`config.mk`:
```
export PLATFORM = sky130hd
export DESIGN_NAME = bus_arbiter_flat
export DESIGN_NICKNAME = d
export VERILOG_FILES = /design/src/rtl/bus_arbiter_if.sv /design/src/rtl/bus_arbiter.sv /design/src/flat_wrapper.sv
export SDC_FILE = /design/constraint.sdc
export NUM_CORES = 1
export LEC_CHECK = 0
export CAP_MARGIN = 20
export CORE_UTILIZATION = 40
export DETAILED_ROUTE_END_ITERATION = 16
export DONT_BUFFER_PORTS = 1
export SYNTH_ARGS = -nofsm -noshare
export SYNTH_HDL_FRONTEND = slang
export SYNTH_SLANG_ARGS = --single-unit
```
`constraint.sdc`:
```
create_clock -name CLOCK -period 1.7 [get_ports CLOCK]
set_clock_uncertainty 0.05 [all_clocks]
set_input_delay 0.425 -clock CLOCK [delete_from_list [all_inputs] [get_ports CLOCK]]
set_output_delay 0.425 -clock CLOCK [all_outputs]
set_load 0.005 [all_outputs]
```
`src/rtl/bus_arbiter_if.sv`:
```
// Request/grant bundle between the drive requesters and the bus arbiter.
// master = arbiter side (drives grants), slave = requester side.
interface bus_arbiter_if #(
  parameter int NREQ = 4,
  parameter int IDW  = 2
);
  logic [NREQ-1:0] REQ;
  logic [NREQ-1:0] GRANT;
  logic [IDW-1:0]  GRANT_ID;
  logic            BUS_BUSY;
  logic            TURN;
  logic            TIMEOUT;

  modport master (
    input  REQ,
    output GRANT,
    output GRANT_ID,
    output BUS_BUSY,
    output TURN,
    output TIMEOUT
  );

  modport slave (
    output REQ,
    input  GRANT,
    input  GRANT_ID,
    input  BUS_BUSY,
    input  TURN,
    input  TIMEOUT
  );
endinterface

```
`src/rtl/bus_arbiter.sv`:
```
// Round-robin owner selection for the shared bidirectional data bus, with one dead cycle between owners.
// Optional forced revoke after HOLD_MAX owned cycles when BUS_ARB_TIMEOUT_EN is defined.
//
// state   | meaning
// S_IDLE  | no owner, arbitrate on any request
// S_OWNED | GRANT_ID drives the bus while its request stays high
// S_TURN  | one dead cycle, all drivers off, then arbitrate
module bus_arbiter #(
  parameter int NREQ     = 4,
  parameter int IDW      = 2,
  parameter int HOLD_MAX = 16
) (
  input  logic          CLOCK,
  input  logic          RESET,
  bus_arbiter_if.master bus
);

  typedef enum logic [1:0] {
    S_IDLE  = 2'd0,
    S_OWNED = 2'd1,
    S_TURN  = 2'd2
  } state_e;

  if (NREQ < 2 || NREQ > 8) begin : g_bad_nreq
    $error("bus_arbiter: NREQ out of range 2..8");
  end
  if (IDW != $clog2(NREQ)) begin : g_bad_idw
    $error("bus_arbiter: IDW must equal clog2(NREQ)");
  end
  if (HOLD_MAX < 2 || HOLD_MAX > 255) begin : g_bad_hold
    $error("bus_arbiter: HOLD_MAX out of range 2..255");
  end

  state_e          state_q, state_d;
  logic [NREQ-1:0] grant_q, grant_d;
  logic [IDW-1:0]  id_q, id_d;
  logic [IDW-1:0]  last_q, last_d;
  logic [7:0]      cnt_q, cnt_d;
  logic            turn_q, turn_d;
  logic            timeout_q, timeout_d;
  logic            busy_q;

  logic            pick_valid;
  logic [IDW-1:0]  pick_idx;
  logic            owner_req;
  logic            hold_expired;

  function automatic logic [IDW-1:0] wrap_idx(input logic [IDW-1:0] base, input int k);
    int s;
    s = int'(base) + k;
    if (s >= NREQ) s = s - NREQ;
    return IDW'(s);
  endfunction

  // Search starts just after the previous owner so it becomes lowest priority.
  always_comb begin
    pick_valid = 1'b0;
    pick_idx   = '0;
    for (int k = 1; k <= NREQ; k++) begin
      if (!pick_valid && bus.REQ[wrap_idx(last_q, k)]) begin
        pick_valid = 1'b1;
        pick_idx   = wrap_idx(last_q, k);
      end
    end
  end

  assign owner_req = bus.REQ[id_q];

`ifdef BUS_ARB_TIMEOUT_EN
  assign hold_expired = (cnt_q == 8'(HOLD_MAX - 1));
`else
  assign hold_expired = 1'b0;
`endif

  always_comb begin
    state_d   = state_q;
    grant_d   = grant_q;
    id_d      = id_q;
    last_d    = last_q;
    cnt_d     = cnt_q;
    turn_d    = 1'b0;
    timeout_d = 1'b0;
    unique case (state_q)
      S_IDLE, S_TURN: begin
        grant_d = '0;
        state_d = S_IDLE;
        if (pick_valid) begin
          state_d = S_OWNED;
          grant_d = NREQ'(1) << pick_idx;
          id_d    = pick_idx;
          last_d  = pick_idx;
          cnt_d   = '0;
        end
      end
      S_OWNED: begin
        if (owner_req && !hold_expired) begin
          if (cnt_q != 8'hFF) cnt_d = cnt_q + 8'd1;
        end else begin
          state_d   = S_TURN;
          grant_d   = '0;
          turn_d    = 1'b1;
          timeout_d = owner_req && hold_expired;
        end
      end
      default: begin
        state_d = S_IDLE;
        grant_d = '0;
      end
    endcase
  end

  always_ff @(posedge CLOCK) begin
    if (!RESET) begin
      state_q   <= S_IDLE;
      grant_q   <= '0;
      id_q      <= '0;
      last_q    <= IDW'(NREQ - 1);
      cnt_q     <= '0;
      turn_q    <= 1'b0;
      timeout_q <= 1'b0;
      busy_q    <= 1'b0;
    end else begin
      state_q   <= state_d;
      grant_q   <= grant_d;
      id_q      <= id_d;
      last_q    <= last_d;
      cnt_q     <= cnt_d;
      turn_q    <= turn_d;
      timeout_q <= timeout_d;
      busy_q    <= |grant_d;
    end
  end

  assign bus.GRANT    = grant_q;
  assign bus.GRANT_ID = id_q;
  assign bus.BUS_BUSY = busy_q;
  assign bus.TURN     = turn_q;
  assign bus.TIMEOUT  = timeout_q;

endmodule

```
`src/flat_wrapper.sv`:
```
// flat-port wrapper written by rule: the top's interface ports become plain ports
module bus_arbiter_flat 
#(
  parameter int NREQ     = 4,
  parameter int IDW      = 2,
  parameter int HOLD_MAX = 16
)
  (CLOCK, RESET, bus_REQ, bus_GRANT, bus_GRANT_ID, bus_BUS_BUSY, bus_TURN, bus_TIMEOUT);
  bus_arbiter_if #(.NREQ(NREQ), .IDW(IDW)) bus_i ();
  input  logic CLOCK;
  input  logic RESET;
  input wire logic [$bits(bus_i.REQ)-1:0] bus_REQ;
  output wire logic [$bits(bus_i.GRANT)-1:0] bus_GRANT;
  output wire logic [$bits(bus_i.GRANT_ID)-1:0] bus_GRANT_ID;
  output wire logic [$bits(bus_i.BUS_BUSY)-1:0] bus_BUS_BUSY;
  output wire logic [$bits(bus_i.TURN)-1:0] bus_TURN;
  output wire logic [$bits(bus_i.TIMEOUT)-1:0] bus_TIMEOUT;
  assign bus_i.REQ = bus_REQ;
  assign bus_GRANT = bus_i.GRANT;
  assign bus_GRANT_ID = bus_i.GRANT_ID;
  assign bus_BUS_BUSY = bus_i.BUS_BUSY;
  assign bus_TURN = bus_i.TURN;
  assign bus_TIMEOUT = bus_i.TIMEOUT;
  bus_arbiter #(.NREQ(NREQ), .IDW(IDW), .HOLD_MAX(HOLD_MAX)) u_core (.CLOCK(CLOCK), .RESET(RESET), .bus(bus_i));
endmodule
```
==> results.cfg <==
[pwr]
powerDensity_nw_per_um2 = 1054
leakage_nw = 0.2386
irDropWorstVdd_mv = 0.3704

[synth]
syn_nets = 66
yosysWarningCount = 0
synth_edf_count = 0
syn_inst = 60
syn_avg_cell_area_um2 = 8.779
seq_area_frac_synth_pct = 45.61
async_flop_share_pct = 0
synth_ff_type = dfxtp_1
synthTopCellsByCount = 12 x dfxtp_1, 7 x nand2_1, 5 x a21oi_1, 5 x nor2_1, 5 x o21ai_0
synth_top_area_cell = dfxtp_1
yosysMostFrequentCell = dfxtp_1
synth_cell_types = 24
syn_area_um2 = 526.8
ys_seq_elements = 12
yosysTopAreaCellShare_pct = 45.61
synth.area.top_cells = dfxtp_1 46%, mux4_1 5.0%, nand2_1 5.0%, a21oi_1 4.8%, o21ai_0 4.8%

[critical_path]
rrSetupSlack_ns = 0.16
r2r_end = u_core.bus.GRANT[1]$_SDFF_PN0_
timing.rr.start = u_core.bus.GRANT_ID[1]$_SDFFE_PN0P_
cp.required_ns = 1.79
start_kind = flip-flop
cp_max_fo = 4
rr_worst_depth = 4
max_stage_delay_ns = 0.62
critPathKind = flip-flop to flip-flop
cp-end-kind = flip-flop
crit_path_top_delay_cell = mux4_1
crit_chain = mux4_1 -> and3_2 -> nand2_1 -> o21ai_0
cp.arrival_ns = 1.62
path_delay_family = multiplexers
critical_path_buf_inv_count = 0

[timing]
tns_ns = 0
period_needed_ns = 1.539
rsz0062_at_grt = no
finalMaxSlewViolations = 0
fin_ws_ns = 0.1613
final-hold-violation-count = 0
period_share_pct = 90.51
max_freq_ghz = 0.6499
whs_ns = 0.1825
setup_viol = 0

[route]
drc = 0
via_per_inst = 5.551
first_iter_violations = 12
drtAntennaViolNets = 0
num_vias = 433
drt-total-wl_um = 997
firstDrtPassIters = 4
post_drt_wl_per_cell_um = 12.78

[place]
port_buffers = 0
pre_cts_ws_ns = 0.1294
dp_hpwl_um = 787
place_congestion = 0.7918
dp_cells = 75

[hold_path]
hold_class = input pin to flip-flop
worstHoldPathCells = 1
hold_end = u_core.last_q[1]$_SDFFE_PN1P_
min-delay-start = RESET

[floorplan]
core-area_um2 = 1171
initial_core_util_pct = 44.98
ios = 15
die_w_um = 38.29
dieArea_um2 = 1466
rows = 12
die_y_um = 38.29

[clocking]
htreeDepth = 1
clock_latency_ns = 0.26
clock_path_buffers = 2
cts_root_buf = clkbuf_4
numCtsBuffers = 3
cts_sinks = 12
cts_tree = done
cts_resized = 0
postCtsHoldBufs = 0
post_cts_buffers = 0
path_clk_slew_ns = 0.07

[run]
cap_violations = 0

[cells_and_area]
drive_gt1_share_pct = 14.06
diodes = 0
instances_no_fill = 78
nNetsFinal = 72
syn_to_final_growth_pct = 9.026
fill_cells = 108

[global_routing]
grt_pass1_vias = 385
grt_pass1_wl_um = 1614
antenna_found_initial = 0
grt_max_degree = 9
grt_use_total_pct = 16.40
grt_overflow_total = 0

[run_status]
status = completed
-- metrics by stage --
step | instance area (um^2) | util, % | power, mW
2_1_floorplan | 526.8 | - | 0.4197
3_3_place_gp | 551.8 | 47.12 | 0.4481
3_5_place_dp | 551.8 | 47.12 | 0.4482
4_1_cts | 574.3 | 49.04 | 0.6139
5_1_grt | 574.3 | 49.04 | 0.6443
6_report | 574.3 | 49.04 | 0.6051
-- layout make-up --
cell class	count	area (um^2)	area share, %
Clock buffer	3	22.52	3.922
Inverter	3	11.26	1.961
Multi-Input combinational cell	44	267.8	46.62
Sequential cell	12	240.2	41.83
Tap cell	14	17.52	3.050
Timing Repair Buffer	2	15.01	2.614
-- where the power goes --
part	switching (mW)	leakage [nW]	total [mW]	internal, mW
clock network	0.0810	0.0138	0.163	0.0818
logic	0.0539	0.126	0.105	0.0513
registers	0.0263	0.0990	0.337	0.311
total	0.161	0.239	0.605	0.444
-- cells in the final DEF (no fill, tap or decap) --
cell type  count
mux4_1         1
nand3_1        1
a211oi_1       1
o311ai_0       1
nor2b_1        2
o22ai_1        2
o21ai_0        5
inv_1          3
clkbuf_4       3
buf_4          2
mux2i_1        1
a21oi_1        5
a21o_2         1
nor2_1         5
dfxtp_1       12
nor2_2         1
nor3_1         1
conb_1         1
nand2_1        7
o31ai_1        2
nand2b_1       3
and3_2         1
or4_1          1
a31oi_1        1
or4_4          1
-- registers in the layout, summed over array words and instances, names as in the netlist --
name	cells
u_core.last_q	2
u_core.bus.TURN	1
u_core.bus.GRANT	4
u_core.bus.GRANT_ID	2
u_core.state_q	2
u_core.bus.BUS_BUSY	1
-- worst max path at each step --
| stage | cells after the start | from | slack, ns | to |
|---|---|---|---|---|
| 2_1_floorplan | 4 | bus_REQ[2] | 0.21 | u_core.bus.GRANT[0]$_SDFF_PN0_ |
| 3_3_place_gp | 4 | bus_REQ[1] | 0.14 | u_core.bus.GRANT[3]$_SDFF_PN0_ |
| 3_5_place_dp | 4 | bus_REQ[1] | 0.13 | u_core.bus.GRANT[3]$_SDFF_PN0_ |
| 4_1_cts | 4 | u_core.bus.GRANT_ID[1]$_SDFFE_PN0P_ | 0.17 | u_core.bus.GRANT[0]$_SDFF_PN0_ |
| 5_1_grt | 4 | u_core.bus.GRANT_ID[1]$_SDFFE_PN0P_ | 0.08 | u_core.bus.GRANT[0]$_SDFF_PN0_ |
| 6_report | 4 | u_core.bus.GRANT_ID[1]$_SDFFE_PN0P_ | 0.16 | u_core.bus.GRANT[1]$_SDFF_PN0_ |
-- metal layers --
layer  global-route usage [%]  up-vias  routed length [um]
met4                    8.036        0                  15
met1                    21.66      182                 481
li1                         -      225                   -
met3                    7.558        2                  92
met5                        0        -                   0
met2                    22.03       24                 408
-- kinds of logic after synthesis --
logic type	Yosys count	synth area share, %
buf+inv	4	3.563
simple gates	23	22.57
other cells	1	0.7119
flops	12	45.61
compound gates	18	20.66
mux	2	6.889
(Power assumes the default switching activity.)
